`src/rtl/transfer_sequencer_pkg.sv`:
```
`default_nettype none
// ============================================================================
// tseq_pkg : state encoding, select codes and step-word field offsets
//            (WAIT state exists only with TSEQ_SINGLE_STEP_EN)
// Revision : 1.0
// ============================================================================
package tseq_pkg;

    typedef enum logic [2:0] {
        S_IDLE   = 3'd0,
        S_SETUP  = 3'd1,
        S_STROBE = 3'd2,
        S_HOLD   = 3'd3,
        S_DONE   = 3'd4
`ifdef TSEQ_SINGLE_STEP_EN
        , S_WAIT = 3'd5
`endif
    } state_t;

    localparam logic [2:0] SEL_NONE = 3'd0;
    localparam logic [2:0] DST_ACC  = 3'd1;
    localparam logic [2:0] DST_BREG = 3'd2;
    localparam logic [2:0] DST_OUT  = 3'd4;
    localparam logic [2:0] SRC_ACC  = 3'd1;
    localparam logic [2:0] SRC_BREG = 3'd2;
    localparam logic [2:0] SRC_IN   = 3'd3;

    // Offsets are relative to HW: the hold field occupies [HW-1:0].
    localparam int LAST_OFS = 7;
    localparam int DST_OFS  = 4;
    localparam int SRC_OFS  = 1;

endpackage
`default_nettype wire

```
`src/rtl/transfer_sequencer_if.sv`:
```
`default_nettype none
// ============================================================================
// transfer_sequencer_if : program-load, start/busy/done and transfer port
//                         (step present only with TSEQ_SINGLE_STEP_EN)
// Revision : 1.0
// ============================================================================
interface transfer_sequencer_if #(
    parameter int AW = 4,
    parameter int HW = 4
);
    logic            prog_we;
    logic [AW-1:0]   prog_addr;
    logic [7+HW:0]   prog_data;
    logic            start;
    logic [AW-1:0]   start_addr;
`ifdef TSEQ_SINGLE_STEP_EN
    logic            step;
`endif
    logic [2:0]      seldst;
    logic [2:0]      selsrc;
    logic            dsten;
    logic            srcen;
    logic            busy;
    logic            done;

    modport master (
`ifdef TSEQ_SINGLE_STEP_EN
        output step,
`endif
        output prog_we, prog_addr, prog_data, start, start_addr,
        input  seldst, selsrc, dsten, srcen, busy, done
    );

    modport slave (
`ifdef TSEQ_SINGLE_STEP_EN
        input  step,
`endif
        input  prog_we, prog_addr, prog_data, start, start_addr,
        output seldst, selsrc, dsten, srcen, busy, done
    );
endinterface
`default_nettype wire

```
`src/rtl/transfer_sequencer_prog_ram.sv`:
```
`default_nettype none
// ============================================================================
// tseq_prog_ram : 2^AW x DW register file, synchronous write, async read
// Revision : 1.0
// ============================================================================
module tseq_prog_ram #(
    parameter int AW = 4,
    parameter int DW = 12
) (
    input  wire logic          clk,
    input  wire logic          we,
    input  wire logic [AW-1:0] waddr,
    input  wire logic [DW-1:0] wdata,
    input  wire logic [AW-1:0] raddr,
    output logic      [DW-1:0] rdata
);
    logic [DW-1:0] r_mem [2**AW];

    // Contents deliberately survive reset so a program can be replayed.
    always_ff @(posedge clk) begin
        if (we) begin
            r_mem[waddr] <= wdata;
        end
    end

    assign rdata = r_mem[raddr];
endmodule
`default_nettype wire

```
`src/rtl/transfer_sequencer.sv`:
```
`default_nettype none
// ============================================================================
// transfer_sequencer : replays a stored program of register transfers
//                      (optional WAIT/step via TSEQ_SINGLE_STEP_EN)
// Revision : 1.0
// ============================================================================
module transfer_sequencer
    import tseq_pkg::*;
#(
    parameter int AW = 4,
    parameter int HW = 4
) (
    input wire logic               clk,
    input wire logic               rst,
    transfer_sequencer_if.slave    bus
);
    localparam int              DW       = 8 + HW;
    localparam logic [AW-1:0]   c_pc_max = '1;

    state_t          r_state, w_state_nxt;
    logic [AW-1:0]   r_pc, w_pc_nxt;
    logic [HW-1:0]   r_hold, w_hold_nxt;
    logic [DW-1:0]   r_word, w_word_nxt, w_rd_data, w_fetch;
    logic            w_ram_we, w_step_end, w_advance;
    logic [2:0]      r_seldst, r_selsrc, w_seldst, w_selsrc;
    logic            r_dsten, r_srcen, r_busy, r_done;
    logic            w_dsten, w_srcen, w_busy, w_done;
    logic [2:0]      w_dst, w_src;

    assign w_ram_we = (r_state == S_IDLE) && bus.prog_we;

    tseq_prog_ram #(.AW(AW), .DW(DW)) u_ram (
        .clk   (clk),
        .we    (w_ram_we),
        .waddr (bus.prog_addr),
        .wdata (bus.prog_data),
        .raddr (w_pc_nxt),
        .rdata (w_rd_data)
    );

    always_comb begin
        w_state_nxt = r_state;
        w_pc_nxt    = r_pc;
        w_hold_nxt  = r_hold;
        w_step_end  = 1'b0;
        w_advance   = 1'b0;
        case (r_state)
            S_IDLE: begin
                if (bus.start) begin
                    w_pc_nxt    = bus.start_addr;
                    w_state_nxt = S_SETUP;
                end
            end
            S_SETUP:  w_state_nxt = S_STROBE;
            S_STROBE: begin
                if (r_word[HW-1:0] != '0) begin
                    w_hold_nxt  = r_word[HW-1:0];
                    w_state_nxt = S_HOLD;
                end else begin
                    w_step_end = 1'b1;
                end
            end
            S_HOLD: begin
                if (r_hold == HW'(1)) begin
                    w_step_end = 1'b1;
                end else begin
                    w_hold_nxt = r_hold - 1'b1;
                end
            end
`ifdef TSEQ_SINGLE_STEP_EN
            S_WAIT:   w_advance = bus.step;
`endif
            S_DONE:   w_state_nxt = S_IDLE;
            default:  w_state_nxt = S_IDLE;
        endcase
`ifdef TSEQ_SINGLE_STEP_EN
        if (w_step_end) begin
            w_state_nxt = S_WAIT;
        end
`else
        w_advance = w_step_end;
`endif
        if (w_advance) begin
            if (r_word[HW+LAST_OFS] || (r_pc == c_pc_max)) begin
                w_state_nxt = S_DONE;
            end else begin
                w_pc_nxt    = r_pc + 1'b1;
                w_state_nxt = S_SETUP;
            end
        end
    end

    // A write and a start in the same IDLE cycle: the run sees the new word.
    assign w_fetch    = (w_ram_we && (bus.prog_addr == w_pc_nxt)) ? bus.prog_data : w_rd_data;
    assign w_word_nxt = (w_state_nxt == S_SETUP) ? w_fetch : r_word;
    assign w_dst      = w_word_nxt[HW+DST_OFS +: 3];
    assign w_src      = w_word_nxt[HW+SRC_OFS +: 3];

    // Outputs are decoded from the next state so every port is a flop.
    always_comb begin
        w_seldst = SEL_NONE;
        w_selsrc = SEL_NONE;
        w_dsten  = 1'b0;
        w_srcen  = 1'b0;
        w_busy   = 1'b0;
        w_done   = 1'b0;
        case (w_state_nxt)
            S_SETUP, S_HOLD
`ifdef TSEQ_SINGLE_STEP_EN
            , S_WAIT
`endif
            : begin
                w_seldst = w_dst;
                w_selsrc = w_src;
                w_busy   = 1'b1;
            end
            S_STROBE: begin
                w_seldst = w_dst;
                w_selsrc = w_src;
                w_dsten  = (w_dst != SEL_NONE);
                w_srcen  = (w_src != SEL_NONE);
                w_busy   = 1'b1;
            end
            S_DONE:  w_done = 1'b1;
            default: w_done = 1'b0;
        endcase
    end

    always_ff @(posedge clk or negedge rst) begin
        if (!rst) begin
            r_state  <= S_IDLE;
            r_pc     <= '0;
            r_hold   <= '0;
            r_word   <= '0;
            r_seldst <= SEL_NONE;
            r_selsrc <= SEL_NONE;
            r_dsten  <= 1'b0;
            r_srcen  <= 1'b0;
            r_busy   <= 1'b0;
            r_done   <= 1'b0;
        end else begin
            r_state  <= w_state_nxt;
            r_pc     <= w_pc_nxt;
            r_hold   <= w_hold_nxt;
            r_word   <= w_word_nxt;
            r_seldst <= w_seldst;
            r_selsrc <= w_selsrc;
            r_dsten  <= w_dsten;
            r_srcen  <= w_srcen;
            r_busy   <= w_busy;
            r_done   <= w_done;
        end
    end

    assign bus.seldst = r_seldst;
    assign bus.selsrc = r_selsrc;
    assign bus.dsten  = r_dsten;
    assign bus.srcen  = r_srcen;
    assign bus.busy   = r_busy;
    assign bus.done   = r_done;
endmodule
`default_nettype wire

```
`src/flat_wrapper.sv`:
```
// flat-port wrapper written by rule: the top's interface ports become plain ports
module transfer_sequencer_flat import tseq_pkg::*;
#(
    parameter int AW = 4,
    parameter int HW = 4
)
  (clk, rst, bus_prog_we, bus_prog_addr, bus_prog_data, bus_start, bus_start_addr, bus_seldst, bus_selsrc, bus_dsten, bus_srcen, bus_busy, bus_done);
  transfer_sequencer_if #(.AW(AW), .HW(HW)) bus_i ();
  input wire logic clk;
  input wire logic rst;
  input wire logic [$bits(bus_i.prog_we)-1:0] bus_prog_we;
  input wire logic [$bits(bus_i.prog_addr)-1:0] bus_prog_addr;
  input wire logic [$bits(bus_i.prog_data)-1:0] bus_prog_data;
  input wire logic [$bits(bus_i.start)-1:0] bus_start;
  input wire logic [$bits(bus_i.start_addr)-1:0] bus_start_addr;
  output wire logic [$bits(bus_i.seldst)-1:0] bus_seldst;
  output wire logic [$bits(bus_i.selsrc)-1:0] bus_selsrc;
  output wire logic [$bits(bus_i.dsten)-1:0] bus_dsten;
  output wire logic [$bits(bus_i.srcen)-1:0] bus_srcen;
  output wire logic [$bits(bus_i.busy)-1:0] bus_busy;
  output wire logic [$bits(bus_i.done)-1:0] bus_done;
  assign bus_i.prog_we = bus_prog_we;
  assign bus_i.prog_addr = bus_prog_addr;
  assign bus_i.prog_data = bus_prog_data;
  assign bus_i.start = bus_start;
  assign bus_i.start_addr = bus_start_addr;
  assign bus_seldst = bus_i.seldst;
  assign bus_selsrc = bus_i.selsrc;
  assign bus_dsten = bus_i.dsten;
  assign bus_srcen = bus_i.srcen;
  assign bus_busy = bus_i.busy;
  assign bus_done = bus_i.done;
  transfer_sequencer #(.AW(AW), .HW(HW)) u_core (.clk(clk), .rst(rst), .bus(bus_i));
endmodule
```
`config.mk`:
```
export PLATFORM = sky130hd
export DESIGN_NAME = transfer_sequencer_flat
export DESIGN_NICKNAME = d
export VERILOG_FILES = /design/src/rtl/transfer_sequencer_pkg.sv /design/src/rtl/transfer_sequencer_if.sv /design/src/rtl/transfer_sequencer_prog_ram.sv /design/src/rtl/transfer_sequencer.sv /design/src/flat_wrapper.sv
export SDC_FILE = /design/constraint.sdc
export NUM_CORES = 1
export LEC_CHECK = 0
export CELL_PAD_IN_SITES_DETAIL_PLACEMENT = 0
export CELL_PAD_IN_SITES_GLOBAL_PLACEMENT = 1
export CORE_MARGIN = 3
export CORE_UTILIZATION = 50
export DETAILED_ROUTE_END_ITERATION = 12
export MAX_ROUTING_LAYER = met4
export PLACE_DENSITY_LB_ADDON = 0.1
export SLEW_MARGIN = 30
export SYNTH_ARGS = -nofsm -noshare
export SYNTH_HDL_FRONTEND = slang
export SYNTH_SLANG_ARGS = --single-unit
```
`constraint.sdc`:
```
create_clock -name clk -period 4 [get_ports clk]
set_input_delay 0.6 -clock clk [delete_from_list [all_inputs] [get_ports clk]]
set_output_delay 0.6 -clock clk [all_outputs]
set_load 0.01 [all_outputs]
```
==> results.yml <==
grt:
  grt_max_degree: 46
  track_usage: 0.218
  antenna_found_initial: 0
  grt_first_pass_wirelength_um: 32100
  grt_pass1_vias: 5609
  grt_overflow: 0
clock_network:
  clock-sinks: 208
  cts_resized: 0
  ctsHoldBuffers: 0
  post_cts_buffers: 0
  clk_pin_slew_ps: 60
  cts_tree: "done"
  cts-root-buf: "clkbuf_16"
  cts_made_buffers: 23
  htree_levels: 1
  clk_latency_ps: 500
  cts.path.max_buffers: 3
place:
  placed_cell_area_um2: 9450
  io_buffers: 32
  gp_congestion: 0.894
  dpl_worst_slack_ps: 389
  dpl.hpwl_um: 12500
  placedCellCount: 967
synthesis:
  synth_ff_type: "edfxtp_1"
  yosys_warnings: 0
  synth_cell_type_count: 58
  avgSynthCellArea_um2: 12.2
  yosys.area_share.simple: 0.175
  synth_compound_area_frac: 0.0717
  synth_edf_count: 176
  synthTopCellsByArea: "edfxtp_1, dfrtp_1, nand2_1"
  muxShareOfSynthArea: 0.0173
  synth_common_cells: "edfxtp_1, nand2_1, nand3_1, nor2_1, dfrtp_1"
  synth_top_family_by_area: "simple AND/OR/NAND/NOR gates"
  async_reset_ff_frac: 0.154
  synth_xor_area_frac: 0.00497
  yosysTopAreaCellShare: 0.600
  synthAdderAreaFrac: 0.00426
  yosysTopAreaCell: "edfxtp_1"
  syn_area_um2: 8810
  yosysSeqAreaShare: 0.691
  synth_cells: 722
  synth_seq_cells: 208
  syn_nets: 749
  yosysMostFrequentCell: "edfxtp_1"
setup_path:
  r2r_end: "u_core.bus.selsrc[0]"
  end_kind: "flop"
  reg2reg_depth: 11
  start_kind: "flop"
  crit_fanout: 45
  crit_required_ps: 4430
  r2r_slack_ps: 360
  r2r-start: "u_core.r_state[2]"
  crit_type: "reg2reg"
  arrival_ps: 4070
timing:
  setup_viol: 0
  slew_headroom: 0.417
  slew_violations: 0
  hold_violations: 0
  clock_skew_ps: 4.56
  fin_crit_sh: 0.909
  tightest_slew_ps: 871
  finalWorstSetupSlack_ps: 363
  timing.fmax_mhz: 275
  rsz0062_at_grt: "no"
  timing.hold.ws_ps: 88.0
  layout_min_cycle_time_ps: 3640
  tns_ps: 0
hold_path:
  hp-class: "in2async"
floorplanning:
  rows: 47
  core_region_area_um2: 16900
  initial_utilization: 0.520
  die_w_um: 139
  die_height_um: 139
  boundaryPins: 34
  dieArea_um2: 19300
power_and_ir_drop:
  vdd_drop_max_mv: 0.525
  power.density_nw_per_um2: 751
  comb_power_share: 0.403
  p_total_mw: 7.62
  p_seq_frac: 0.345
  p_sw_mw: 2.85
  p_int_mw: 4.77
  switching_share: 0.374
  clockPowerShare: 0.252
  leakagePower_nw: 3.70
route:
  wire_per_inst_um: 20.4
  avgViaCountPerCell: 5.70
  wl_um: 20500
  ant_nets: 0
  firstDrtPassIters: 5
  vias: 5744
  drt_iter0_markers: 405
  drc: 0
final_layout:
  drive_gt1_frac: 0.108
  area_growth_syn_to_layout_pct: 15.1
  num-nets-final: 799
  num_antenna_cells: 0
  utilization: 0.599
  final_cells: 1008
  finalInstanceArea_um2: 10100
outcome:
  status: "finished clean"
job:
  cap_violations: 0
## metal layers
layer / wire, µm / GRT usage
met1: 8880 / 0.300
met2: 9840 / 0.345
met3: 1360 / 0.0317
met4: 446 / 0.0592
met5: 0 / -
## how the worst max path moves through the flow
| stage | start | to | slack, ps | cells after the start |
|---|---|---|---|---|
| after floorplan | u_core.r_state[2] | u_core.bus.dsten | 1040 | 13 |
| after global placement | bus_start | u_core.bus.selsrc[0] | 460 | 12 |
| after detailed placement | bus_start | u_core.bus.selsrc[0] | 390 | 12 |
| after CTS | u_core.r_state[2] | u_core.bus.selsrc[0] | 410 | 11 |
| after global routing | u_core.r_state[2] | u_core.bus.selsrc[0] | 150 | 10 |
| final | u_core.r_state[2] | u_core.bus.selsrc[0] | 360 | 11 |
## cell families (layout without fill, tap and decap cells)
logic type / after synthesis / in the layout
buffers and inverters: 58 / 124
AOI/OAI and AO/OA: 87 / 87
muxes: 15 / 15
DFF: 208 / 208
and+or+nand+nor: 346 / 346
adders and majority gates: 3 / 3
xor gates and xnor gates: 5 / 5
## power by group through the flow
stage / registers [mW] / logic [mW] / clock network (mW)
after global routing: 2.65 / 3.40 / 2.05
final: 2.63 / 3.07 / 1.92
after detailed placement: 2.67 / 3.07 / 0
after global placement: 2.67 / 3.02 / 0
after floorplan: 2.66 / 2.27 / 0
after CTS: 2.63 / 3.08 / 1.95
## cell usage in the layout, fill, tap and decap left out, types with 6 or more instances in the layout
cell type	n
nand3b_1	6
o21ai_1	10
nor2_1	61
and3_1	6
inv_1	14
a21oi_1	14
nand3_1	89
buf_4	33
clkdlybuf4s50_1	31
clkinv_1	7
clkbuf_16	23
nor3_1	7
o211ai_1	8
edfxtp_1	176
mux2i_1	13
nand2_1	150
o21ai_0	10
a31oi_1	9
dfrtp_1	32
## worst max-delay path, cell delays in order (launching register included)
cell	delay [ps]
dfrtp_1	440
nand3b_1	210
or4b_1	690
a21o_1	290
a21o_2	270
inv_6	320
nand2_1	90
and3_1	180
a311oi_1	330
o21ai_1	140
a31oi_1	390
o211a_1	190
## cell type report
cell class,instances,area [µm²]
clock buffer,25,583
clock inverter,16,105
fill,1344,6800
inverter,17,76.3
multi-input combinational,456,2430
sequential,208,6090
tap,220,275
timing repair buffer,66,583
## sequential cells by signal, summed over array words and instances (netlist names), 3 cells and up
signal,cells
u_core.r_hold,4
u_core.bus.selsrc,3
u_core.u_ram.r_mem,176
u_core.bus.seldst,3
u_core.r_pc,4
u_core.r_word,11
u_core.r_state,3
Power figures use the tool's default switching activity.
